### src/rtl/oscope_pkg.sv
// Shared types and default sizing for the oscilloscope capture path.
package oscope_pkg;

  typedef enum logic [1:0] {
    PREFILL = 2'd0,
    ARMED   = 2'd1,
    POST    = 2'd2,
    READY   = 2'd3
  } capture_state_t;

  typedef logic [7:0] sample_t;

  localparam int DEFAULT_DEPTH    = 1024;
  localparam int DEFAULT_PRE_TRIG = 256;

endpackage

### src/rtl/capture_sequencer_trig_detect.sv
// Level/slope trigger compare between the previous and current ADC sample.
module trig_detect
  import oscope_pkg::*;
(
  input  sample_t prev,
  input  sample_t sample,
  input  sample_t trig_level,
  input  logic    trig_rising,
  output logic    hit
);

  always_comb begin
    if (trig_rising) hit = (prev < trig_level) && (sample >= trig_level);
    else             hit = (prev > trig_level) && (sample <= trig_level);
  end

endmodule

### src/rtl/capture_sequencer.sv
// Capture controller: pre-trigger fill, trigger, post-trigger capture, Pi handoff.
// Optional auto-trigger timeout enabled by defining CAPTURE_AUTO_TRIG_EN.
module capture_sequencer
  import oscope_pkg::*;
#(
  parameter int DEPTH    = DEFAULT_DEPTH,
  parameter int AW       = $clog2(DEPTH),
  parameter int PRE_TRIG = DEFAULT_PRE_TRIG
`ifdef CAPTURE_AUTO_TRIG_EN
  , parameter int AUTO_TIMEOUT = 65535
`endif
) (
  input  logic          osc_clk,
  input  logic          reset,
  input  logic          sample_valid,
  input  logic [7:0]    sample,
  input  logic [7:0]    trig_level,
  input  logic          trig_rising,
  input  logic          force_trig,
  input  logic          pi_done,
  output logic          wr_en,
  output logic [AW-1:0] wr_addr,
  output logic [7:0]    wr_data,
  output logic          pi_signal_flag,
  output logic [AW-1:0] start_addr,
  output logic [1:0]    state
);

  localparam logic [AW-1:0] PRE_LAST    = AW'(PRE_TRIG - 1);
  localparam logic [AW-1:0] PRE_OFS     = AW'(PRE_TRIG);
  localparam logic [AW-1:0] POST_WRITES = AW'(DEPTH - PRE_TRIG - 1);

  capture_state_t state_q, state_d;
  logic [AW-1:0]  wr_ptr_q, wr_ptr_d;
  logic [AW-1:0]  post_cnt_q, post_cnt_d;
  logic [AW-1:0]  trig_ptr_q, trig_ptr_d;
  logic [AW-1:0]  start_addr_q, start_addr_d;
  sample_t        prev_q, prev_d;
  logic           prev_valid_q, prev_valid_d;
  logic           pend_q, pend_d;
  logic [2:0]     pi_sync_q, pi_sync_d;
  logic           wr_en_q, wr_en_d;
  logic [AW-1:0]  wr_addr_q, wr_addr_d;
  sample_t        wr_data_q, wr_data_d;

  logic slope_hit;
  logic auto_hit;
  logic pi_rise;
  logic write_now;

  trig_detect u_trig_detect (
    .prev        (prev_q),
    .sample      (sample),
    .trig_level  (trig_level),
    .trig_rising (trig_rising),
    .hit         (slope_hit)
  );

`ifdef CAPTURE_AUTO_TRIG_EN
  logic [31:0] auto_cnt_q, auto_cnt_d;

  // Saturates at the timeout so the pending request keeps being re-asserted.
  always_comb begin
    auto_cnt_d = '0;
    auto_hit   = 1'b0;
    if (state_q == ARMED) begin
      auto_hit   = (auto_cnt_q == 32'(AUTO_TIMEOUT));
      auto_cnt_d = auto_hit ? auto_cnt_q : auto_cnt_q + 32'd1;
    end
  end

  always_ff @(posedge osc_clk or posedge reset) begin
    if (reset) auto_cnt_q <= '0;
    else       auto_cnt_q <= auto_cnt_d;
  end
`else
  always_comb auto_hit = 1'b0;
`endif

  always_ff @(posedge osc_clk or posedge reset) begin
    if (reset) begin
      state_q      <= PREFILL;
      wr_ptr_q     <= '0;
      post_cnt_q   <= '0;
      trig_ptr_q   <= '0;
      start_addr_q <= '0;
      prev_q       <= '0;
      prev_valid_q <= 1'b0;
      pend_q       <= 1'b0;
      pi_sync_q    <= '0;
      wr_en_q      <= 1'b0;
      wr_addr_q    <= '0;
      wr_data_q    <= '0;
    end else begin
      state_q      <= state_d;
      wr_ptr_q     <= wr_ptr_d;
      post_cnt_q   <= post_cnt_d;
      trig_ptr_q   <= trig_ptr_d;
      start_addr_q <= start_addr_d;
      prev_q       <= prev_d;
      prev_valid_q <= prev_valid_d;
      pend_q       <= pend_d;
      pi_sync_q    <= pi_sync_d;
      wr_en_q      <= wr_en_d;
      wr_addr_q    <= wr_addr_d;
      wr_data_q    <= wr_data_d;
    end
  end

  // pi_sync_q[1:0] is the two-flop synchronizer; [2] delays it for edge detect.
  assign pi_rise = pi_sync_q[1] & ~pi_sync_q[2];

  always_comb begin
    state_d      = state_q;
    wr_ptr_d     = wr_ptr_q;
    post_cnt_d   = post_cnt_q;
    trig_ptr_d   = trig_ptr_q;
    start_addr_d = start_addr_q;
    prev_d       = prev_q;
    prev_valid_d = prev_valid_q;
    pend_d       = 1'b0;
    pi_sync_d    = {pi_sync_q[1:0], pi_done};
    wr_en_d      = 1'b0;
    wr_addr_d    = wr_addr_q;
    wr_data_d    = wr_data_q;
    write_now    = 1'b0;

    case (state_q)
      PREFILL: begin
        if (sample_valid) begin
          write_now    = 1'b1;
          prev_d       = sample;
          prev_valid_d = 1'b1;
          if (wr_ptr_q == PRE_LAST) state_d = ARMED;
        end
      end
      ARMED: begin
        pend_d = pend_q | force_trig | auto_hit;
        if (sample_valid) begin
          write_now    = 1'b1;
          prev_d       = sample;
          prev_valid_d = 1'b1;
          if (pend_d || (prev_valid_q && slope_hit)) begin
            state_d    = POST;
            trig_ptr_d = wr_ptr_q;
            post_cnt_d = '0;
            pend_d     = 1'b0;
          end
        end
      end
      POST: begin
        // The READY transition trails the last write by one cycle.
        if (post_cnt_q == POST_WRITES) begin
          state_d      = READY;
          start_addr_d = trig_ptr_q - PRE_OFS;
        end else if (sample_valid) begin
          write_now  = 1'b1;
          post_cnt_d = post_cnt_q + AW'(1);
        end
      end
      READY: begin
        if (pi_rise) begin
          state_d      = PREFILL;
          wr_ptr_d     = '0;
          prev_valid_d = 1'b0;
        end
      end
    endcase

    if (write_now) begin
      wr_en_d   = 1'b1;
      wr_addr_d = wr_ptr_q;
      wr_data_d = sample;
      wr_ptr_d  = wr_ptr_q + AW'(1);
    end
  end

  always_comb begin
    wr_en          = wr_en_q;
    wr_addr        = wr_addr_q;
    wr_data        = wr_data_q;
    start_addr     = start_addr_q;
    pi_signal_flag = (state_q == READY);
    state          = state_q;
  end

endmodule
### config.mk
export PLATFORM = sky130hd
export DESIGN_NAME = capture_sequencer
export DESIGN_NICKNAME = d
export VERILOG_FILES = /design/src/rtl/oscope_pkg.sv /design/src/rtl/capture_sequencer_trig_detect.sv /design/src/rtl/capture_sequencer.sv
export SDC_FILE = /design/constraint.sdc
export NUM_CORES = 1
export LEC_CHECK = 0
export BUFFER_PORTS_ARGS = -buffer_cell sky130_fd_sc_hd__buf_2
export CAP_MARGIN = 20
export CORE_MARGIN = 1
export CORE_UTILIZATION = 57
export CTS_CLUSTER_DIAMETER = 80
export CTS_CLUSTER_SIZE = 40
export DETAILED_ROUTE_END_ITERATION = 8
export PLACE_DENSITY_LB_ADDON = 0.25
export SYNTH_ARGS = -nofsm -noshare
export SYNTH_HDL_FRONTEND = slang
export SYNTH_HIERARCHICAL = 1
export SYNTH_SLANG_ARGS = --single-unit
### constraint.sdc
create_clock -name osc_clk -period 3.4 [get_ports osc_clk]
set_input_delay 0.51 -clock osc_clk [delete_from_list [all_inputs] [get_ports osc_clk]]
set_output_delay 0.51 -clock osc_clk [all_outputs]
set_load 0.01 [all_outputs]
==> reports/results.tsv, run 1 <==
metric	value	unit
proportion of netlist area held by the largest area contributor	49.4	%
Die Area	6900	µm²
Worst setup EP type	flip-flop	
Multi-input gate area	1750	µm²
syn_nets	384	
Hold Crit Start	pi_done	
critical path peak fanout	10	
Worst-path clk slew	80	ps
grt ovf	0	
cts hold-fix bufs	0	
static leakage	2.13	nW
Final Slew Violations	0	
DRC	0	
prevailing post-synth register cell	dfrtp_1	
synthesized area	3750	µm²
reg2reg start	prev_q[7]$_DFFE_PP0P_	
clock share of power	26.5	%
fill count	486	
initial antenna violation count	0	
fin crit share	86.1	%
critical path arrival	3170	ps
final setup fails	0	
Clock Skew	8.53	ps
Setup TNS Final	0	ps
First-pass DRT Iterations	4	
max incr delay on CP	830	ps
share of cells above drive strength 1	29.0	%
DR vias/cell	5.93	
Worst slew margin	32.9	%
status	finished clean	
Seq cells post-synth	74	
Clock Tree Root	clkbuf_8	
CTS tree	yes	
sequential element share of the synthesized area	49.4	%
Setup CP Type	reg -> reg	
port bufs	53	
worst-skew pair later-pin latency	360	ps
gpl congestion	0.862	
largest net degree at the start of global routing	40	
global-route wire length before repair	13700	µm
cells taking the most area after synthesis	dfrtp_1 (49%), mux2_2 (7.5%), ha_1 (7.3%)	
switching pwr	1.11	mW
Area growth syn-to-layout	16.2	%
overall power	3.19	mW
final hold slack	262	ps
Logic pwr share	33.8	%
Row Count	29	
Post-CTS Repair Setup Buffers	0	
worst vdd ir	0.439	mV
register area	1850	µm²
crit path from	prev_q[7]$_DFFE_PP0P_	
CTS Buf Count	9	
Avg WL per Cell	16.1	µm
GRT Total Usage	25.0	%
Worst setup SP type	flip-flop	
WP buf/inv	0	
Syn Inst Count	340	
# resized after CTS	0	
CP delay by family, top	simple AND/OR/NAND/NOR gates	
Post-DP HPWL	5480	µm
chip width	83.1	µm
I/O pin cnt	54	
starting density of the core	59.0	%
critical path required time	3640	ps
sequential share of power	39.7	%
asr flop ratio synth	100	%
Post-synth EDFFs	0	
DRT antenna net count	0	
# clock sinks	74	
Highest Clock Rate	342	MHz
RSZ-0062 raised after global routing	false	
Internal	2.08	mW
HP Class	in -> reg	
layout net count	442	
core area	6350	µm²
Yosys cell types	50	
power per cell area	733	nW/µm²
Avg Cell Area, Syn	11.0	µm²
Max Cap Viol	0	
Hold Violations, Final	0	
# H-tree levels	3	
Detailed Route WL	7750	µm
Synth Warn #	6	
most used cell, CP	a211oi_2	
vias in the first global route	2952	
initial drt markers	177	
cell accounting for the most synthesized area	dfrtp_1	
R2R Setup Slk	470	ps
Net Sw Frac	34.8	%
CP max-delay cell	nor3_1	
antenna diode instance count	0	
CP cell instances	ha_1, a21oi_1, o21ai_0, a211oi_2, o2bb2ai_1, a211oi_2, nor3_1, nor2b_1, mux2_2	
Die Y-Extent	83.1	µm
vias post-DR	2844	
clk buf depth	2	
post-layout minimum cycle time	2930	ps
worst-margin pin slew	999	ps
## layout by cell type (no fill, tap or decap), types with 2 or more instances in the layout
master,instances
a211oi_1,2
a211oi_2,2
a21o_1,2
a21oi_1,12
a31oi_1,2
buf_2,53
buf_4,3
bufinv_16,3
clkbuf_8,9
dfrtp_1,74
ha_1,22
inv_1,23
inv_6,2
mux2_2,25
mux2_4,9
mux2i_1,2
nand2_1,34
nand2b_1,2
nand3_1,7
nand4_1,8
nand4b_1,2
nor2_1,12
nor2b_1,5
nor3_1,5
nor4_1,2
o211ai_1,5
o21a_1,2
o21ai_0,24
o21ai_1,2
o221ai_1,6
o31ai_1,7
o41ai_1,3
or4_1,6
xor2_1,3
## path summary, 6_finish.rpt
kind,cells after the start,end
max,9,post_cnt_q[7]$_DFFE_PP0P_
max in group asynchronous,3,start_addr[9]$_DFFE_PP0P_
min,1,pi_sync_q[0]$_DFF_PP0_
min reg2reg,0,pi_sync_q[1]$_DFF_PP0_
max reg2reg,9,post_cnt_q[7]$_DFFE_PP0P_
min in group asynchronous,2,wr_data[2]$_DFFE_PP0P_
## power by group through the flow
stage | Clock, mW | Combinational [mW] | Sequential (mW)
after floorplan | 0 | 0.754 | 1.27
after global placement | 0 | 1.03 | 1.26
after detailed placement | 0 | 1.07 | 1.28
after CTS | 0.862 | 1.08 | 1.26
after global routing | 0.894 | 1.19 | 1.29
final | 0.846 | 1.08 | 1.27
## kinds of logic after synthesis
kind of cell / Yosys count / synth area share, %
AO/OA/AOI/OAI: 78 / 14.2
XOR/XNOR: 3 / 0.702
adder cells (fa/ha/maj): 22 / 7.35
buffers and inverters: 35 / 3.77
flip-flops: 74 / 49.4
multiplexers: 36 / 11.7
AND/OR/NAND/NOR: 92 / 12.9
## state kept, by name, summed over array words and instances (netlist names)
signal / count
prev_q: 8
start_addr: 10
wr_ptr_q: 10
state: 2
pi_sync_q: 3
wr_addr: 10
wr_en: 1
trig_ptr_q: 10
wr_data: 8
post_cnt_q: 10
pend_q: 1
prev_valid_q: 1
## cells in the mapped netlist, drive strengths merged, types with 7 or more instances
| cell | instances |
|---|---|
| nand3 | 8 |
| mux2 | 34 |
| a21oi | 12 |
| nor2 | 13 |
| o31ai | 7 |
| inv | 25 |
| nand2 | 34 |
| ha | 22 |
| o21ai | 27 |
| dfrtp | 74 |
| nand4 | 9 |
## routing by layer
metal	routed length (µm)	vias up	GRT usage, %	share of wire, %
met3	267	23	4.67	3.4
met1	3560	1402	33.1	46
li1	-	1354	-	-
met2	3700	65	39.0	48
met4	219	0	13.8	2.8
met5	0	-	0	0
## final cells by class
type	count	area share, %
Timing Repair Buffer	57	7.07
Multi-Input combinational cell	231	40.3
Clock buffer	9	2.85
Tap cell	77	2.21
Clock inverter	7	2.85
Inverter	25	2.21
Sequential cell	74	42.5
## through the flow
stage	cell area [µm²]	cells	setup WS (ps)	utilization, %
floorplan	3750	340	680	-
global placement	4110	464	311	64.7
detailed placement	4110	464	212	64.7
CTS	4350	480	478	68.6
global route	4350	480	219	68.6
finish	4350	480	473	68.6
(Power assumes the default switching activity.)
==> run 2, diff against run 1 <==
--- a/config.mk
+++ b/config.mk
@@ -12,7 +12,7 @@
 export CTS_CLUSTER_DIAMETER = 80
 export CTS_CLUSTER_SIZE = 40
 export DETAILED_ROUTE_END_ITERATION = 8
-export PLACE_DENSITY_LB_ADDON = 0.25
+export PLACE_DENSITY = 0.78
 export SYNTH_ARGS = -nofsm -noshare
 export SYNTH_HDL_FRONTEND = slang
 export SYNTH_HIERARCHICAL = 1
==> reports/results.tsv, run 2 (synthesized netlist as in run 1, its figures left out) <==
metric	value	unit	change
Worst slew margin	31.6	%	-1.2 points
CTS tree	yes		
final setup fails	0		unchanged
Final Slew Violations	0		unchanged
cts hold-fix bufs	0		unchanged
CTS Buf Count	9		unchanged
commonest non-fill, non-tap cell in the layout	dfrtp_1		
port bufs	53		unchanged
Clock Tree Root	clkbuf_8		
power per cell area	767	nW/µm²	+4.7%
# clock sinks	74		unchanged
Worst setup SP type	flip-flop		
Max Cap Viol	0		unchanged
RSZ-0062 raised after global routing	false		
layout net count	442		unchanged
global-route wire length before repair	14000	µm	+1.9%
switching pwr	1.09	mW	-1.7%
dpl ws	204	ps	-7.90 ps
First-pass DRT Iterations	5		+1
status	finished clean		
DRT antenna net count	0		unchanged
dpl cells	463		-0.22%
chip width	83.1	µm	unchanged
Detailed Route WL	7950	µm	+2.6%
Avg WL per Cell	16.6	µm	+2.6%
Post-DP HPWL	5570	µm	+1.7%
Final Non-Filler Cells	480		unchanged
Worst-path clk slew	80	ps	about the same
Internal	2.30	mW	+11%
initial drt markers	216		+22%
Multi-input gate area	1750	µm²	unchanged
gpl congestion	0.835		-3.1%
Setup CP Type	reg -> reg		
GRT Total Usage	25.2	%	+0.18 points
fill count	480		-1.2%
Worst setup EP type	flip-flop		
Setup TNS Final	0	ps	unchanged
Setup WS post-layout	386	ps	-87.2 ps
# H-tree levels	3		unchanged
vias post-DR	2908		+2.3%
DR vias/cell	6.06		+2.3%
worst-skew pair later-pin latency	350	ps	about the same
Final Util	69.6	%	+1.0 points
Post-CTS Repair Setup Buffers	0		unchanged
vias in the first global route	2998		+1.6%
largest net degree at the start of global routing	75		+88%
Clock Skew	8.61	ps	+0.0797 ps
share of cells above drive strength 1	29.0	%	unchanged
I/O pin cnt	54		unchanged
worst vdd ir	0.502	mV	+14%
worst-margin pin slew	1020	ps	+18.4 ps
clk buf depth	2		unchanged
Hold Violations, Final	0		unchanged
critical path peak fanout	10		unchanged
Die Area	6900	µm²	unchanged
sequential share of power	37.2	%	-2.5 points
Net Sw Frac	32.2	%	-2.6 points
HP Class	in -> async		
grt ovf	0		unchanged
fin crit share	88.6	%	+2.6 points
Die Y-Extent	83.1	µm	unchanged
static leakage	2.16	nW	+1.6%
initial antenna violation count	0		unchanged
post-layout minimum cycle time	3010	ps	+87.2 ps
# resized after CTS	0		unchanged
critical path arrival	3250	ps	+80 ps
clock share of power	30.9	%	+4.4 points
most frequent cells in the layout	dfrtp_1 (74), buf_2 (53), nand2_1 (34)		
Highest Clock Rate	332	MHz	-2.9%
Row Count	29		unchanged
DRC	0		unchanged
Logic pwr share	31.8	%	-2.0 points
critical path required time	3630	ps	about the same
core area	6350	µm²	unchanged
starting density of the core	59.0	%	unchanged
Area growth syn-to-layout	17.9	%	
antenna diode instance count	0		unchanged
register area	1850	µm²	unchanged
[run 2: layer usage]
| layer | up-vias | routed length (µm) | GRT usage, % |
|---|---|---|---|
| li1 | 1357 | - | - |
| met1 | 1441 | 3450 | 33.3 |
| met2 | 98 | 4020 | 42.0 |
| met3 | 12 | 359 | 4.87 |
| met4 | 0 | 116 | 8.15 |
| met5 | - | 0 | 0 |
[run 2: through the flow]
stage / total power, mW / hold WS, ps / cell area (µm²)
floorplan: 2.03 / 331 / 3750
CTS: 3.39 / 257 / 4410
global route: 3.58 / 261 / 4420
detailed placement: 2.34 / 359 / 4100
global placement: 2.28 / 346 / 4100
finish: 3.39 / 238 / 4420
[run 2: final timing paths]
| check | startpoint | endpoint | slack, ps | cells after the start |
|---|---|---|---|---|
| hold / removal | reset | wr_data[1]$_DFFE_PP0P_ | 240 | 3 |
| hold reg to reg | pi_sync_q[0]$_DFF_PP0_ | pi_sync_q[1]$_DFF_PP0_ | 370 | 0 |
| setup / recovery | prev_q[1]$_DFFE_PP0P_ | post_cnt_q[7]$_DFFE_PP0P_ | 390 | 10 |
| max in group asynchronous | reset | pi_sync_q[0]$_DFF_PP0_ | 2850 | 3 |
| setup reg to reg | prev_q[1]$_DFFE_PP0P_ | post_cnt_q[7]$_DFFE_PP0P_ | 390 | 10 |
| min in group osc_clk | pi_done | pi_sync_q[0]$_DFF_PP0_ | 270 | 1 |
[run 2: power by group through the flow]
stage	Clock (mW)	Combinational (mW)	Sequential [mW]
2_1_floorplan	0	0.754	1.27
3_3_place_gp	0	1.02	1.26
3_5_place_dp	0	1.06	1.28
4_1_cts	1.06	1.07	1.26
5_1_grt	1.10	1.19	1.29
6_report	1.05	1.08	1.26
[run 2: critical path, stage by stage, from the launching register on]
cell and delay, ps:
dfrtp_1 400, ha_1 320, nor2b_1 150, o211ai_1 90
a21oi_1 230, o21ai_0 120, o2bb2ai_1 200, a211oi_2 150
nor3_1 840, nor2b_1 110, mux2_2 300
[run 2: layout make-up]
class	count	share of cell area [%]
clock inverter	7	4.28
sequential	74	41.9
inverter	25	2.18
timing repair buffer	57	6.97
clock buffer	9	2.80
tap	77	2.18
multi-input combinational	231	39.7
==> run 3, diff against run 2 <==
--- a/config.mk
+++ b/config.mk
@@ -8,11 +8,12 @@
 export BUFFER_PORTS_ARGS = -buffer_cell sky130_fd_sc_hd__buf_2
 export CAP_MARGIN = 20
 export CORE_MARGIN = 1
-export CORE_UTILIZATION = 57
+export CORE_UTILIZATION = 59
+export CTS_BUF_LIST = sky130_fd_sc_hd__clkbuf_8
 export CTS_CLUSTER_DIAMETER = 80
 export CTS_CLUSTER_SIZE = 40
 export DETAILED_ROUTE_END_ITERATION = 8
-export PLACE_DENSITY = 0.78
+export PLACE_DENSITY = 0.8
 export SYNTH_ARGS = -nofsm -noshare
 export SYNTH_HDL_FRONTEND = slang
 export SYNTH_HIERARCHICAL = 1
==> reports/results.tsv, run 3 (synthesized netlist as in run 1, its figures left out) <==
metric	value	unit	change
status	finished clean		
DR vias/cell	5.97		-1.5%
final hold slack	249	ps	+10.7 ps
CP cell instances	ha_1, nor2b_1, o211ai_1, a21oi_1, o21ai_0, o2bb2ai_1, a211oi_2, nor3_1, nor2b_1, mux2_2		
power per cell area	717	nW/µm²	-6.5%
Final Slew Violations	0		unchanged
critical path peak fanout	10		unchanged
final setup fails	0		unchanged
DRT antenna net count	0		unchanged
HP Class	in -> reg		
Post-DP HPWL	5250	µm	-5.8%
Max Cap Viol	0		unchanged
Setup CP Type	reg -> reg		
Worst setup EP type	flip-flop		
core area	6030	µm²	-5.1%
Clock Tree Root	clkbuf_8		
GRT Total Usage	25.9	%	+0.73 points
Hold Violations, Final	0		unchanged
DRC	0		unchanged
dpl cells	461		-0.43%
Highest Clock Rate	337	MHz	+1.6%
Die Y-Extent	81.7	µm	-1.7%
Clock Skew	11.2	ps	+2.57 ps
worst-margin pin slew	1050	ps	+32.2 ps
static leakage	2.12	nW	-2.0%
Setup WS post-layout	433	ps	+46.5 ps
vias in the first global route	2701		-9.9%
DP Area	4100	µm²	about the same
Setup TNS Final	0	ps	unchanged
worst vdd ir	0.518	mV	+3.2%
post-layout minimum cycle time	2970	ps	-46.5 ps
CTS Buf Count	9		unchanged
worst-skew pair later-pin latency	360	ps	about the same
port bufs	53		unchanged
CTS tree	yes		
Post-CTS Repair Setup Buffers	0		unchanged
Worst slew margin	29.5	%	-2.2 points
most frequent cells in the layout	dfrtp_1 (74), buf_2 (54), nand2_1 (34)		
share of cells above drive strength 1	29.0	%	unchanged
dpl ws	175	ps	-29.4 ps
Final Util	71.8	%	+2.2 points
critical path arrival	3220	ps	-30 ps
Worst-path clk slew	80	ps	about the same
layout net count	442		unchanged
post-route cell area	4330	µm²	-2.0%
initial antenna violation count	0		unchanged
clk buf depth	2		unchanged
Row Count	28		-3.4%
global-route wire length before repair	12800	µm	-8.3%
Worst setup SP type	flip-flop		
First-pass DRT Iterations	6		+1
largest net degree at the start of global routing	39		-48%
CP max-delay cell	nor3_1		
Final Non-Filler Cells	478		-0.42%
Area growth syn-to-layout	15.5	%	
fin crit share	87.3	%	-1.4 points
RSZ-0062 raised after global routing	false		
chip width	81.7	µm	-1.7%
Die Area	6670	µm²	-3.3%
max incr delay on CP	870	ps	+30 ps
cts hold-fix bufs	0		unchanged
# H-tree levels	3		unchanged
grt ovf	0		unchanged
gpl congestion	0.806		-3.5%
most used cell, CP	nor2b_1		
I/O pin cnt	54		unchanged
initial drt markers	177		-18%
vias post-DR	2852		-1.9%
# resized after CTS	0		unchanged
Avg WL per Cell	16.0	µm	-3.4%
commonest non-fill, non-tap cell in the layout	dfrtp_1		
Detailed Route WL	7650	µm	-3.8%
critical path required time	3650	ps	+20 ps
overall power	3.10	mW	-8.4%
antenna diode instance count	0		unchanged
starting density of the core	62.2	%	+3.2 points
# clock sinks	74		unchanged
run 3: metal layers:
metal	vias to the layer above	GRT usage [%]	routed length (µm)
met5	-	0	0
met4	0	10.5	131
met3	10	5.11	310
met2	72	40.8	3660
met1	1415	35.3	3550
li1	1355	-	-
run 3: final cells by class:
type / count / area, µm²
Clock inverter: 6 / 90.1
Timing Repair Buffer: 57 / 305
Tap cell: 75 / 93.8
Multi-Input combinational cell: 231 / 1750
Clock buffer: 10 / 138
Inverter: 25 / 96.3
Sequential cell: 74 / 1850
Fill cell: 453 / 1700
run 3: final timing paths:
check	startpoint	to	slack [ps]	cells past startpoint
max	prev_q[1]$_DFFE_PP0P_	post_cnt_q[5]$_DFFE_PP0P_	430	10
min	pi_done	pi_sync_q[0]$_DFF_PP0_	250	1
max reg2reg	prev_q[1]$_DFFE_PP0P_	post_cnt_q[5]$_DFFE_PP0P_	430	10
min reg2reg	pi_sync_q[0]$_DFF_PP0_	pi_sync_q[1]$_DFF_PP0_	360	0
max in group asynchronous	reset	post_cnt_q[8]$_DFFE_PP0P_	2450	3
min in group asynchronous	reset	wr_addr[4]$_DFFE_PP0P_	280	2
run 3: power breakdown:
part	internal, mW	switching, mW	leakage [nW]	total, mW
Combinational	0.491	0.572	1.04	1.06
Sequential	1.09	0.165	0.967	1.26
Clock	0.434	0.351	0.112	0.786
run 3: critical path: cells and delay by family (launching register included):
family,cells,cell delay (ps)
fa+ha+maj,1,300
mux,1,300
compound gates,5,750
flops,1,390
simple gates,3,1120
